### config.mk
export PLATFORM = sky130hd
export DESIGN_NAME = wb_sched
export DESIGN_NICKNAME = d
export VERILOG_FILES = /design/src/rtl/wb_sched.sv
export SDC_FILE = /design/constraint.sdc
export NUM_CORES = 1
export LEC_CHECK = 0
export CORE_MARGIN = 2
export CORE_UTILIZATION = 25
export CTS_BUF_LIST = sky130_fd_sc_hd__clkbuf_2
export DETAILED_ROUTE_END_ITERATION = 8
export PLACE_DENSITY = 0.47
export SYNTH_ARGS = -nofsm -noshare
export SYNTH_HDL_FRONTEND = slang
export SYNTH_SLANG_ARGS = --single-unit
### constraint.sdc
create_clock -name clk -period 9.85 [get_ports clk]
set_input_delay 1.97 -clock clk [delete_from_list [all_inputs] [get_ports clk]]
set_output_delay 1.97 -clock clk [all_outputs]
set_load 0.05 [all_outputs]
### src/rtl/wb_sched.sv
// Register-file write-port scheduler: load returns preempt core writebacks, which queue in order.
// Define WB_SCHED_PERF_EN to add saturating stall/defer/squash counters.
module wb_sched #(
  parameter int DEPTH = 2,
  parameter int XLEN  = 32
) (
  input  logic            clk,
  input  logic            rst,
  input  logic            core_wb_valid,
  output logic            core_wb_ready,
  input  logic [4:0]      core_wb_rd,
  input  logic [1:0]      core_wb_sel,
  input  logic [XLEN-1:0] pcplus4,
  input  logic [XLEN-1:0] result,
  input  logic [XLEN-1:0] immu,
  input  logic            ld_issue_valid,
  input  logic [4:0]      ld_issue_rd,
  input  logic            mem_rsp_valid,
  input  logic [4:0]      mem_rsp_rd,
  input  logic [XLEN-1:0] readmemdata,
  output logic            rf_we,
  output logic [4:0]      rf_waddr,
  output logic [XLEN-1:0] rf_wdata,
  output logic [1:0]      wb_src,
  output logic [31:0]     ld_pending
`ifdef WB_SCHED_PERF_EN
  ,
  output logic [31:0]     stall_cnt,
  output logic [31:0]     defer_cnt,
  output logic [15:0]     squash_cnt
`endif
);

  localparam int PW = (DEPTH > 1) ? $clog2(DEPTH) : 1;
  localparam int CW = PW + 1;
  localparam logic [1:0] SRC_LOAD = 2'b11;

  logic [4:0]      q_rd_mem   [DEPTH];
  logic [1:0]      q_sel_mem  [DEPTH];
  logic [XLEN-1:0] q_data_mem [DEPTH];

  logic [PW-1:0]   head_q, head_d;
  logic [PW-1:0]   tail_q, tail_d;
  logic [CW-1:0]   count_q, count_d;
  logic [31:0]     pend_q, pend_d;
  logic [31:0]     squash_q, squash_d;

  logic            rf_we_q, rf_we_d;
  logic [4:0]      rf_waddr_q, rf_waddr_d;
  logic [XLEN-1:0] rf_wdata_q, rf_wdata_d;
  logic [1:0]      wb_src_q, wb_src_d;

  logic            accept;
  logic            core_wr;
  logic [XLEN-1:0] core_data;
  logic            q_empty;
  logic            pop;
  logic            bypass;
  logic            push;

  assign core_wb_ready = (count_q != CW'(DEPTH));
  assign accept        = core_wb_valid && core_wb_ready;
  // Illegal selects and x0 targets are accepted but never reach the port.
  assign core_wr       = accept && (core_wb_sel != 2'b11) && (core_wb_rd != 5'd0);
  assign q_empty       = (count_q == '0);
  assign pop           = !mem_rsp_valid && !q_empty;
  assign bypass        = !mem_rsp_valid && q_empty && core_wr;
  assign push          = core_wr && !bypass;

  always_comb begin
    core_data = result;
    case (core_wb_sel)
      2'b00:   core_data = pcplus4;
      2'b01:   core_data = result;
      2'b10:   core_data = immu;
      default: core_data = result;
    endcase
  end

  always_comb begin
    head_d  = head_q;
    tail_d  = tail_q;
    count_d = count_q;
    if (pop) begin
      head_d = head_q + PW'(1);
    end
    if (push) begin
      tail_d = tail_q + PW'(1);
    end
    count_d = count_q + CW'(push) - CW'(pop);
  end

  always_comb begin
    rf_we_d    = 1'b0;
    rf_waddr_d = rf_waddr_q;
    rf_wdata_d = rf_wdata_q;
    wb_src_d   = wb_src_q;
    if (mem_rsp_valid) begin
      rf_we_d    = (mem_rsp_rd != 5'd0) && !squash_q[mem_rsp_rd];
      rf_waddr_d = mem_rsp_rd;
      rf_wdata_d = readmemdata;
      wb_src_d   = SRC_LOAD;
    end else if (!q_empty) begin
      rf_we_d    = 1'b1;
      rf_waddr_d = q_rd_mem[head_q];
      rf_wdata_d = q_data_mem[head_q];
      wb_src_d   = q_sel_mem[head_q];
    end else if (core_wr) begin
      rf_we_d    = 1'b1;
      rf_waddr_d = core_wb_rd;
      rf_wdata_d = core_data;
      wb_src_d   = core_wb_sel;
    end
  end

  // Later assignments take priority: issue over response over core squash.
  always_comb begin
    pend_d   = pend_q;
    squash_d = squash_q;
    if (core_wr && pend_q[core_wb_rd]) begin
      squash_d[core_wb_rd] = 1'b1;
    end
    if (mem_rsp_valid) begin
      pend_d[mem_rsp_rd]   = 1'b0;
      squash_d[mem_rsp_rd] = 1'b0;
    end
    if (ld_issue_valid && (ld_issue_rd != 5'd0)) begin
      pend_d[ld_issue_rd]   = 1'b1;
      squash_d[ld_issue_rd] = 1'b0;
    end
  end

  always_ff @(posedge clk) begin
    if (push) begin
      q_rd_mem[tail_q]   <= core_wb_rd;
      q_sel_mem[tail_q]  <= core_wb_sel;
      q_data_mem[tail_q] <= core_data;
    end
  end

  always_ff @(posedge clk) begin
    if (rst) begin
      head_q     <= '0;
      tail_q     <= '0;
      count_q    <= '0;
      pend_q     <= '0;
      squash_q   <= '0;
      rf_we_q    <= 1'b0;
      rf_waddr_q <= '0;
      rf_wdata_q <= '0;
      wb_src_q   <= '0;
    end else begin
      head_q     <= head_d;
      tail_q     <= tail_d;
      count_q    <= count_d;
      pend_q     <= pend_d;
      squash_q   <= squash_d;
      rf_we_q    <= rf_we_d;
      rf_waddr_q <= rf_waddr_d;
      rf_wdata_q <= rf_wdata_d;
      wb_src_q   <= wb_src_d;
    end
  end

  assign rf_we      = rf_we_q;
  assign rf_waddr   = rf_waddr_q;
  assign rf_wdata   = rf_wdata_q;
  assign wb_src     = wb_src_q;
  assign ld_pending = pend_q;

`ifdef WB_SCHED_PERF_EN
  logic [31:0] stall_cnt_q;
  logic [31:0] defer_cnt_q;
  logic [15:0] squash_cnt_q;
  logic        stall_ev;
  logic        squash_ev;

  assign stall_ev  = core_wb_valid && !core_wb_ready;
  assign squash_ev = mem_rsp_valid && squash_q[mem_rsp_rd];

  always_ff @(posedge clk) begin
    if (rst) begin
      stall_cnt_q  <= '0;
      defer_cnt_q  <= '0;
      squash_cnt_q <= '0;
    end else begin
      if (stall_ev && (stall_cnt_q != '1)) begin
        stall_cnt_q <= stall_cnt_q + 32'd1;
      end
      if (push && (defer_cnt_q != '1)) begin
        defer_cnt_q <= defer_cnt_q + 32'd1;
      end
      if (squash_ev && (squash_cnt_q != '1)) begin
        squash_cnt_q <= squash_cnt_q + 16'd1;
      end
    end
  end

  assign stall_cnt  = stall_cnt_q;
  assign defer_cnt  = defer_cnt_q;
  assign squash_cnt = squash_cnt_q;
`endif

endmodule

; Word level (Yosys, flattened, before mapping)
; Memory sizes are Yosys's and may differ from the RTL's. A register that Yosys moved wholly into a read port is not among the register bits.
; Cells that the tools add are included.
[totals]
word_cells = 91
mem_bits_rw = 78
memories = 3
input_bits = 150
reg_bits = 108
output_inout_bits = 73
[op_classes]
bitwise_logic = 7
magnitude_cmp = 6
n_mux = 36
n_eq_ne = 4
addsub = 4
n_reduce_logical = 22
[mem_list]
columns = memory, words, word_bits, read_ports, rd_ports_with_merged_regs, wr, line_no
row1 = q_data_mem, 2, 32, 1, 1, 1, 40  ; logic [XLEN-1:0] q_data_mem [DEPTH];
row2 = q_rd_mem, 2, 5, 1, 1, 1, 38  ; logic [4:0] q_rd_mem [DEPTH];
row3 = q_sel_mem, 2, 2, 1, 1, 1, 39  ; logic [1:0] q_sel_mem [DEPTH];
[ops]
columns = op, count
row1 = $mux W32, 8
row2 = $and A32 B32 Y32, 3
row3 = $not A32 Y32, 2
row4 = $or A32 B32 Y32, 2
row5 = $pmux W32 S2, 1
row6 = $lt A5 B6 Y1 const B, 3
row7 = $mux W1, 16
row8 = $demux W1 S5, 3
row9 = $ge A5 B1 Y1 const B, 3
row10 = $mux W5, 3
row11 = $reduce_bool A5 Y1, 3
row12 = $logic_and A1 B1 Y1, 13
row13 = $bmux W1 S5, 2
row14 = $mux W2, 3
row15 = $logic_not A1 Y1, 4
row16 = $logic_not A2 Y1, 2
row17 = $ne A2 B2 Y1 const B, 2
row18 = $ne A3 B3 Y1 const B, 1
row19 = $add A1 B1 Y1 const B, 2
row20 = $add A2 B1 Y2, 1
row21 = $eq A2 B2 Y1 const B, 1
row22 = $sub A2 B1 Y2, 1

; Depth between registers and ports, before layout
; Gate-level depths: netlist (run 1).
[depth]
word_depth = 10
depth_mapped = 11
mapped_depth_nobuf = 9

; Worst setup path before layout (run 1)
; Ideal clock, no wire load.
[synth_path]
path_type = input-to-reg
start = in core_wb_rd[0]
end = mem q_data_mem[0][0], enable pin
setup_slack_ns = 4.919
path_buffers = 2
arrival_time_ns = 4.496
path_stages = 6
path_cell_list = buf_6 buf_6 or2_0 o211a_1 o21ai_0 nor2_1
[synth_between]
elab_chain_cells = 7
[synth_lines]
columns = item, line_no
row1 = from (decl), 11  ; input logic [4:0] core_wb_rd,
row2 = $reduce_bool A5 Y1 *, 64  ; assign core_wr = accept && (core_wb_sel != 2'b11) && (core_wb_rd != 5'd0);
row3 = $logic_and A1 B1 Y1 *, 64
row4 = $logic_and A1 B1 Y1, 67  ; assign bypass = !mem_rsp_valid && q_empty && core_wr;
row5 = $logic_not A1 Y1, 68  ; assign push = core_wr && !bypass;
row6 = $logic_and A1 B1 Y1 *, 68
row7 = $mux W1 *, 134  ; if (push) begin
row8 = $mux W1 (implied by the code) *, 137  ; q_data_mem[tail_q] <= core_data;
row9 = to (decl), 40
; Every way passes the cells marked *; elsewhere a longest branch is shown, timed or not.

; Worst setup path after layout (run 1)
[layout_path]
start = in core_wb_rd[3]
end = reg rf_wdata_q[15] (netlist: rf_wdata[15])
[layout_between]
elab_chain_cells = 3
[layout_lines]
columns = item, line_no
row1 = $reduce_bool A5 Y1, 64
row2 = $logic_and A1 B1 Y1, 64
row3 = $ne A3 B3 Y1 (no line), --
row4 = to (signal assigned), 160  ; rf_wdata_q <= rf_wdata_d;
row5 = to (decl), 50  ; logic [XLEN-1:0] rf_wdata_q, rf_wdata_d;
; Every way passes these cells.
; A chain may end at the register's enable or synchronous reset.

==> results of run 1 <==
## critical path: cells and delay by family
kind                   cells  cell delay, ns
buffers and inverters      3            1.52
AO/OA/AOI/OAI              2            0.26
AND/OR/NAND/NOR            3            1.28
## power groups by stage
stage               clock, mW  combinational, mW  sequential, mW
floorplan                   0              0.324            1.09
global placement            0              0.720           0.976
detailed placement          0              0.720           0.978
CTS                     0.458              0.723           0.963
global route            0.486              0.767           0.973
finish                  0.443              0.714           0.960
## sequential cells by signal, indices dropped and copies added, names as in the netlist, named ones only
register	flops
ld_pending	32
tail_q	1
head_q	1
q_data_mem	64
q_rd_mem	10
rf_waddr	5
wb_src	2
q_sel_mem	4
count_q	2
rf_wdata	32
squash_q	31
rf_we	1
## cell families (layout without fill, tap and decap cells)
logic type               after synthesis  after routing
multiplexers                         100            100
flip-flops                           186            186
AO/OA/AOI/OAI                        236            236
adder cells (fa/ha/maj)                2              2
buffers and inverters                 93            283
AND/OR/NAND/NOR                      323            323
XOR/XNOR                               4              4
other                                  0              2
## layer usage
| metal | wire length [µm] | up-vias | part of all wire | global-route usage |
|---|---|---|---|---|
| met1 | 15200 | 3797 | 0.47 | 0.226 |
| met2 | 15200 | 232 | 0.47 | 0.279 |
| met4 | 427 | 0 | 0.013 | 0.0353 |
| met3 | 1600 | 21 | 0.049 | 0.0337 |
| met5 | 0 | - | 0 | 0 |
| li1 | - | 3816 | - | - |
## path summary, 6_finish.rpt
| check | endpoint | slack [ns] | depth (start not counted) |
|---|---|---|---|
| worst min-delay path | wb_src[1] | 0.48 | 2 |
| worst max-delay path | rf_wdata[15] | 5.45 | 8 |
| worst max register to register | q_data_mem[1][9] | 6.98 | 4 |
| worst min register to register | wb_src[1] | 0.48 | 2 |
## per-stage QoR
stage | utilization | power [mW] | hold slack [ns]
5_1_grt | 0.330 | 2.23 | 0.507
4_1_cts | 0.330 | 2.14 | 0.482
2_1_floorplan | - | 1.42 | 0.441
6_report | 0.330 | 2.12 | 0.482
3_5_place_dp | 0.321 | 1.70 | 0.456
3_3_place_gp | 0.321 | 1.70 | 0.441
## final cells by class
| class | instances | area [µm²] |
|---|---|---|
| Sequential cell | 186 | 4510 |
| Clock inverter | 15 | 216 |
| Multi-Input combinational cell | 665 | 4240 |
| Fill cell | 3785 | 24400 |
| Tap cell | 468 | 586 |
| Timing Repair Buffer | 233 | 2280 |
| Antenna cell | 2 | 5.00 |
| Inverter | 18 | 67.6 |
| Clock buffer | 17 | 85.1 |
## synthesized netlist by cell type (2+ instances only)
cell type	n
inv_1	18
mux2i_1	68
o21ai_0	67
buf_6	5
o221ai_1	2
a22o_1	2
xnor2_1	3
nand3b_1	3
o22ai_1	23
edfxtp_1	78
dfxtp_1	108
a21oi_1	37
a211oi_1	41
nand2_1	124
nor3_1	15
mux2_2	32
o32ai_1	5
nand4_1	7
nor3b_1	2
a221oi_2	3
nand2b_1	22
and3b_1	2
or2_2	3
buf_2	17
nor2b_1	6
buf_4	3
nor2_1	72
ha_1	2
and2_1	5
nand4b_1	7
or2_0	2
a22oi_1	38
buf_1	2
clkbuf_2	2
clkbuf_1	46
and3_1	26
nor4b_1	2
a222oi_1	4
nand3_1	17
==> results.md, run 1 <==
- Outcome: completed
- Async set-or-reset flop fraction in the synthesized netlist: 0
- Critical path capture point type: flop
- Min-Delay Path Class: flop to flop
- Hpwl dp: roughly 23 mm
- Simple-Gate Fraction of Synth Area: 0.170
- Psw: roughly 0.84 mW
- Crit path launch: core_wb_rd[3]
- Pwr Density: about 180 nW/µm²
- GPL Wtd Cong: approximately 0.83
- Initial antenna violation count: 2
- Cells after DPL: between 1,500 and 2,000
- Vias in the first global route: about 8,000
- GR Util All Layers: 0.168
- Ys Warns: 0
- DR vias: ~7,900
- Pint: between 1 and 1.5 mW
- Crit-path max FO: 34
- Die area: ~38,000 µm²
- # DRC: 0
- Post-CTS sizing: 0
- Logic pwr share: 0.337
- Sw Ratio: 0.399
- FF-to-FF Start: count_q[1]
- Non-Filler Instances: ~1,600
- Post-synth top area cell: edfxtp_1
- Post-synthesis sequential area ratio: 0.493
- Clk buf depth: 2
- Crit path cell chain: clkdlybuf4s50_1 -> or3_1 -> o211ai_2 -> buf_4 -> nand2_1 -> buf_4 -> nor2_1 -> a211oi_1
- Xor and xnor area share after synthesis: 0.00383
- Post-route worst setup slack: around 5.4 ns
- Final period util: 0.447
- Most frequent cells in the layout: clkdlybuf4s50_1, nand2_1, dfxtp_1
- Final slew viol count: 0
- Top cells by area, synth: edfxtp_1, dfxtp_1, mux2i_1
- Pin count of the biggest net entering global routing: 69
- Hold buffer count at CTS: 0
- CP arrival: slightly above 5 ns
- CTS tree: done
- Seq pwr share: 0.453
- Cell variety after synth: between 60 and 70
- Max Cap Viol: 0
- Mapped Nets: approximately 1,100
- Final Hold Viols: 0
- Mean post-synth cell area: ~9.7 µm²
- Hold_sp: wb_src[1]
- Placement Setup Slack: between 4 and 5 ns
- Global-route wire length before repair: around 50 mm
- H-tree levels: 4
- Yosys top cell area share: 0.256
- Clock power share: 0.209
- Ports: about 220
- Post-Synthesis Cells: about 940
- Fmax: roughly 230 MHz
- Die Y: between 150 and 200 µm
- CTS buffer count: 17
- Synth Cell Area: approximately 9000 µm²
- Iter 0 DRT Violations: 490
- Layout cells sized above 1: 0.0882
- Drt pass-1 iters: 7
- Most frequent CP cell: buf_4
- Initial Util: 0.252
- Nets@finish: 1,273
- Buffers on Ports: 222
- Skew-Pair Late Insertion Delay: around 0.81 ns
- Worst relative slew slack: 0.283
- RSZ-0062 raised after global routing: false
- Synth Area in Adders: 0.00274
- Routed Antenna Nets: 0
- Commonest non-fill, non-tap cell in the layout: clkdlybuf4s50_1
- Fin area: around 12,000 µm²
- Seq cells post-synth: roughly 190
- Setup TNS: 0 ns
- Post-synth EDFFs: ~80
- Critical Path RT: between 10 and 15 ns
- Final Critical Period: approximately 4.4 ns
- Die Wd: 195 µm
- Peak supply drop: a little over 0.09 mV
- Clk root buf: clkbuf_2
- Post CTS Setup Buffer Count: 0
- Crit-path max cell delay: about 0.70 ns
- Mux share of post-synthesis cell area: 0.114
- Pleak: between 4 and 5 nW
- Setup violators final: 0
- Dpl cell area: approximately 12,000 µm²
- Main combinational cell family by area after synthesis: compound AO/OA/AOI/OAI gates
- Fin Clk Skew: approximately 0.086 ns
- Critical path's slowest cell: clkdlybuf4s50_1
- Overflow after GRT: 0
- Area grow syn2layout: 31.1%
- Num Clock Sinks: 186
- Post-synthesis compound-gate area fraction: 0.171
- Wire length per cell: 20.2 µm
- Worst setup SP type: primary input
- Avg Vias per Cell: 4.90
- Synth Flop Type: dfxtp_1
- Final wirelength: around 32 mm
- Core Region: between 30,000 and 40,000 µm²
- Clock transition at the registers of the reported paths: between 0.3 and 0.4 ns
- Rows: 70
- Slew @ Worst Pin: ~1.1 ns
- CP Class: primary input to flop
(Power assumes the default switching activity.)
==> run 2, diff against run 1 <==
Settings changed: PLACE_DENSITY 0.47 to 0.49.
Clock period 9.85 ns to 3.9 ns, I/O delays scaled along.
==> run 2 against run 1 <==
Net effect:
- die area stayed put
- final cell count is 1.1% higher
- sequential cell count stayed put
- combinational power grew to 2.6 times the previous value
- register-to-register slack worse by 5.3 ns
- first-iteration DRC count is 0.20% higher
- sequential power is 150% higher
- non-clock buffer count is 16 higher
==> results.md, run 2 (synthesis gave the netlist of run 1 again) <==
- Overall power: 5.21 mW (+150%)
- Global-route wire length before repair: 47.7 mm (-1.8%)
- Wire length per cell: 19.6 µm (-3.1%)
- CP Class: flop to output pin
- Buffers on Ports: 222 (unchanged)
- Post-CTS sizing: 0 (unchanged)
- Placement Setup Slack: 0.661 ns (-3.90 ns)
- WHS: 0.474 ns (-0.00880 ns)
- Setup violators final: 0 (unchanged)
- Fin area: 12,100 µm² (+0.65%)
- # DRC: 0 (unchanged)
- Die Wd: 195 µm (unchanged)
- Logic pwr share: 0.350 (+0.013)
- Clock power share: 0.189 (-0.020)
- Setup TNS: 0 ns (unchanged)
- Core Util, Final: 0.332 (+0.00213)
- Hold depth: 2 (unchanged)
- Core Region: 36,300 µm² (unchanged)
- Final Hold Viols: 0 (unchanged)
- Skew-Pair Late Insertion Delay: 0.82 ns (about the same)
- Peak supply drop: 0.219 mV (+140%)
- Initial antenna violation count: 4 (+2)
- Fin Clk Skew: 0.0716 ns (-0.0148 ns)
- Clk buf depth: 2 (unchanged)
- Avg Vias per Cell: 4.89 (-0.19%)
- Rows: 70 (unchanged)
- Filler Cell Count: 3,747 (-1.0%)
- H-tree levels: 4 (unchanged)
- Pin count of the biggest net entering global routing: 75 (+8.7%)
- Critical path's slowest cell: clkdlybuf4s50_1
- Num Clock Sinks: 186 (unchanged)
- Clk root buf: clkbuf_2
- Clock transition at the registers of the reported paths: 0.30 ns (-0.03 ns)
- Post-route worst setup slack: 0.739 ns (-4.71 ns)
- Post CTS Setup Buffer Count: 0 (unchanged)
- CTS buffer count: 17 (unchanged)
- Nets@finish: 1,289 (+1.3%)
- Cells after DPL: 1,586 (+1.0%)
- Final wirelength: 31.7 mm (-2.0%)
- Final period util: 0.810
- DR vias: 7,934 (+0.86%)
- Delay-heaviest family, CP: buffers and inverters
- Hold buffer count at CTS: 0 (unchanged)
- Largest Register: q_data_mem
- Pleak: 4.21 nW (+1.4%)
- Slew @ Worst Pin: 0.857 ns (-0.218 ns)
- Drt pass-1 iters: 5 (-2)
- Critical Path RT: 3.12 ns (-7.37 ns)
- Crit path cell chain: nand2b_1 -> clkdlybuf4s50_1
- Initial Util: 0.252 (unchanged)
- Min-Delay Path Class: flop to flop
- WP depth: 2 (-6)
- Routed Antenna Nets: 0 (unchanged)
- Dpl cell area: 11,800 µm² (+1.2%)
- Seq pwr share: 0.461 (+0.008)
- Commonest non-fill, non-tap cell in the layout: clkdlybuf4s50_1
- Pint: 3.23 mW (+150%)
- Worst R2R Path Depth: 5 (+1)
- Outcome: completed
- Reg area: 4510 µm² (unchanged)
- Fmax: around 320 MHz
- Area grow syn2layout: 32.0%
- Pwr Density: 432 nW/µm² (+140%)
- Vias in the first global route: 7,823 (+0.077%)
- Max Cap Viol: 0 (unchanged)
- Worst relative slew slack: 0.425 (+0.141)
- Worst setup SP type: flop
- Final slew viol count: 0 (unchanged)
- Hpwl dp: 22.3 mm (-1.7%)
- GR Util All Layers: 0.165 (-0.00305)
- Crit-path max FO: 5 (-85%)
- Iter 0 DRT Violations: 491 (+0.20%)
- RSZ-0062 raised after global routing: false
- Buf/Inv on CP: 1 (-2)
- Max FFs per register: 64 (unchanged)
- Die Y: 195 µm (unchanged)
- Sw Ratio: 0.380 (-0.0193)
- Non-Filler Instances: 1,621 (+1.1%)
- Final Critical Period: ~3.2 ns
- Die area: 38,100 µm² (unchanged)
- Psw: 1.98 mW (+130%)
- Ports: 223 (unchanged)
- CTS tree: done
- Layout cells sized above 1: 0.100 (+0.0118)
- CP arrival: 2.38 ns (-2.67 ns)
- Most frequent cells in the layout: clkdlybuf4s50_1, nand2_1, dfxtp_1
- Overflow after GRT: 0 (unchanged)
- GPL Wtd Cong: 0.887 (+6.6%)
- Area of the multi-input gates: 4240 µm² (unchanged)
- Critical path capture point type: output pin
- Crit-path max cell delay: 0.94 ns (+0.24 ns)
==> run 2: worst paths after layout <==
check | end | slack (ns) | from
worst max-delay path | core_wb_ready | 0.74 | count_q[0]
worst min-delay path | wb_src[0] | 0.47 | wb_src[0]
worst max register to register | q_data_mem[0][9] | 1.64 | count_q[1]
worst min register to register | wb_src[0] | 0.47 | wb_src[0]
==> run 2: cell type report <==
class | count | area share
flip-flops and latches | 186 | 0.373
multi-input cells | 665 | 0.352
repair buffers | 249 | 0.201
well taps | 468 | 0.0485
clock inverters | 14 | 0.0117
clock buffers | 18 | 0.00747
inverters | 18 | 0.00560
diodes | 3 | 0.000622
==> run 2: metal layers <==
layer,wire [µm],share of wire,global-route usage
met5,0,0,0
met4,629,0.020,0.0523
met3,1960,0.062,0.0345
met2,15000,0.47,0.270
met1,14100,0.45,0.217
==> run 2: worst reg2reg max path, stage by stage, from the launching register on <==
cell and delay, ns:
dfxtp_1 0.42, or2_0 0.63, o21ai_0 0.23, buf_4 0.21, nor2_4 0.18, buf_12 0.26
==> run 2: power by group through the flow <==
stage / combinational [mW] / sequential [mW] / clock (mW)
finish: 1.83 / 2.40 / 0.984
global route: 1.96 / 2.43 / 1.10
CTS: 1.86 / 2.41 / 1.03
detailed placement: 1.85 / 2.45 / 0
global placement: 1.85 / 2.44 / 0
floorplan: 0.819 / 2.77 / 0
==> run 3, diff against run 2 <==
Settings changed: PLACE_DENSITY 0.49 to 0.47.
Clock period 3.9 ns to 3.2 ns, I/O delays scaled along.
==> run 3 against run 2 <==
Net effect:
- global-route usage grew 0.62 points
- clock power up 29%
- register-to-register slack got worse by 0.82 ns
- first-iteration DRC count fell by 5.9%
- clock-buffer cell count up 1
- critical endpoint unchanged
- sequential share of layout area shrank 0.43 points
- final cell count rose by 0.86%
- clock skew is 0.0085 ns higher
- combinational power grew 25%
==> results.md, run 3 (synthesis gave the netlist of run 1 again) <==
- Outcome: completed
- Final Hold Viols: 0 (unchanged)
- Commonest non-fill, non-tap cell in the layout: clkdlybuf4s50_1
- Layout cells sized above 1: 0.109 (+0.00901)
- Pleak: 4.30 nW (+2.1%)
- Avg Vias per Cell: 4.88 (-0.38%)
- Num Clock Sinks: 186 (unchanged)
- Critical path's slowest cell: clkdlybuf4s50_1
- Reg area: 4510 µm² (unchanged)
- Non-Filler Instances: 1,635 (+0.86%)
- Buffers on Ports: 222 (unchanged)
- Die Y: 195 µm (unchanged)
- H-tree levels: 4 (unchanged)
- Final wirelength: 32.3 mm (+1.8%)
- Min-Delay Path Class: primary input to flop
- Initial Util: 0.252 (unchanged)
- Die Wd: 195 µm (unchanged)
- RSZ-0062 raised after global routing: false
- GR Util All Layers: 0.171 (+0.00618)
- Crit-path max FO: 5 (unchanged)
- Post-CTS sizing: 0 (unchanged)
- Clk buf depth: 2 (unchanged)
- Largest Register: q_data_mem
- Area grow syn2layout: 33.5%
- Fmax: 335 MHz
- Hold buffer count at CTS: 0 (unchanged)
- Clock transition at the registers of the reported paths: 0.29 ns (about the same)
- Fin area: 12,200 µm² (+1.2%)
- CTS tree: done
- CP arrival: 2.35 ns (-0.03 ns)
- Slew @ Worst Pin: 0.902 ns (+0.0458 ns)
- CTS buffer count: 17 (unchanged)
- Critical path capture point type: output pin
- Initial antenna violation count: 2 (-2)
- Final Critical Period: ~3.0 ns
- Filler Cell Count: 3,739 (-0.21%)
- Overflow after GRT: 0 (unchanged)
- Max FFs per register: 64 (unchanged)
- Skew-Pair Late Insertion Delay: 0.84 ns (+0.02 ns)
- Global-route wire length before repair: 49.3 mm (+3.5%)
- DR vias: 7,972 (+0.48%)
- Area of the multi-input gates: 4240 µm² (-0.12%)
- GPL Wtd Cong: 0.829 (-6.6%)
- Final period util: 0.934
- Hpwl dp: 22.9 mm (+2.9%)
- Core Region: 36,300 µm² (unchanged)
- Pin count of the biggest net entering global routing: 68 (-9.3%)
- # DRC: 0 (unchanged)
- Drt pass-1 iters: 5 (unchanged)
- Setup violators final: 0 (unchanged)
- Worst setup SP type: flop
- Post CTS Setup Buffer Count: 0 (unchanged)
- Worst relative slew slack: 0.397 (-0.0275)
- Delay-heaviest family, CP: buffers and inverters
- Overall power: 6.49 mW (+24%)
- Ports: 223 (unchanged)
- Buf/Inv on CP: 1 (unchanged)
- Iter 0 DRT Violations: 462 (-5.9%)
- Dpl cell area: 12,000 µm² (+1.1%)
- Routed Antenna Nets: 0 (unchanged)
- Clk root buf: clkbuf_2
- Max Cap Viol: 0 (unchanged)
- Peak supply drop: 0.246 mV (+12%)
- Pwr Density: 531 nW/µm² (+23%)
- CP Class: flop to output pin
- Rows: 70 (unchanged)
- Cells after DPL: 1,601 (+0.95%)
- Core Util, Final: 0.336 (+0.00389)
- Crit-path max cell delay: 0.86 ns (-0.08 ns)
- Fin Clk Skew: 0.0801 ns (+0.00852 ns)
- Nets@finish: 1,304 (+1.2%)
- Die area: 38,100 µm² (unchanged)
- Most frequent cells in the layout: clkdlybuf4s50_1, nand2_1, dfxtp_1
- Final slew viol count: 0 (unchanged)
- Wire length per cell: 19.7 µm (+0.90%)
- Vias in the first global route: 8,046 (+2.9%)
- R2R Setup Slk: 0.82 ns (-0.82 ns)
- Crit path cell chain: nand2b_1 -> clkdlybuf4s50_1
- Critical Path RT: 2.56 ns (-0.56 ns)
run 3: cell count changes in the layout (fill, tap and decap cells not counted):
cell	delta
clkinv_1	+3
nor2b_4	-1
clkbuf_2	+1
inv_8	-1
clkinv_4	+1
buf_4	+13
bufinv_16	+1
buf_12	+2
diode_2	-1
nor2b_2	+1
clkinv_2	-2
inv_6	-2
clkinvlp_2	-1
run 3: path summary, 6_finish.rpt:
check	startpoint	to	cells past startpoint
max	count_q[0]	core_wb_ready	2
min	rst	ld_pending[1]	2
max reg2reg	count_q[1]	q_data_mem[1][7]	5
min reg2reg	wb_src[1]	wb_src[1]	2
run 3: layout make-up:
cell class                      instances  area share
Tap cell                              468      0.0480
Clock inverter                         13      0.0121
Inverter                               18     0.00553
Timing Repair Buffer                  264       0.210
Clock buffer                           19     0.00779
Multi-Input combinational cell        665       0.347
Sequential cell                       186       0.369
Antenna cell                            2    0.000410
run 3: where the power goes:
group	internal [mW]	leakage, nW	total, mW	switching, mW
sequential	2.77	1.60	2.92	0.152
clock	0.376	0.145	1.27	0.896
combinational	0.894	2.55	2.29	1.40
total	4.04	4.30	6.49	2.45
run 3: layer usage:
layer,vias up,track usage,wire [µm]
met4,0,0.0588,751
met5,-,0,0
met1,3811,0.228,15000
li1,3885,-,-
met2,241,0.277,14900
met3,35,0.0320,1600
run 3: through the flow:
| stage | setup slack (ns) | setup TNS, ns | hold slack [ns] |
|---|---|---|---|
| 5_1_grt | 0.0485 | 0 | 0.123 |
| 2_1_floorplan | -0.401 | -31.28 | 0.441 |
| 3_5_place_dp | 0.261 | 0 | 0.449 |
| 4_1_cts | 0.0797 | 0 | 0.102 |
| 3_3_place_gp | 0.273 | 0 | 0.441 |
| 6_report | 0.212 | 0 | 0.191 |
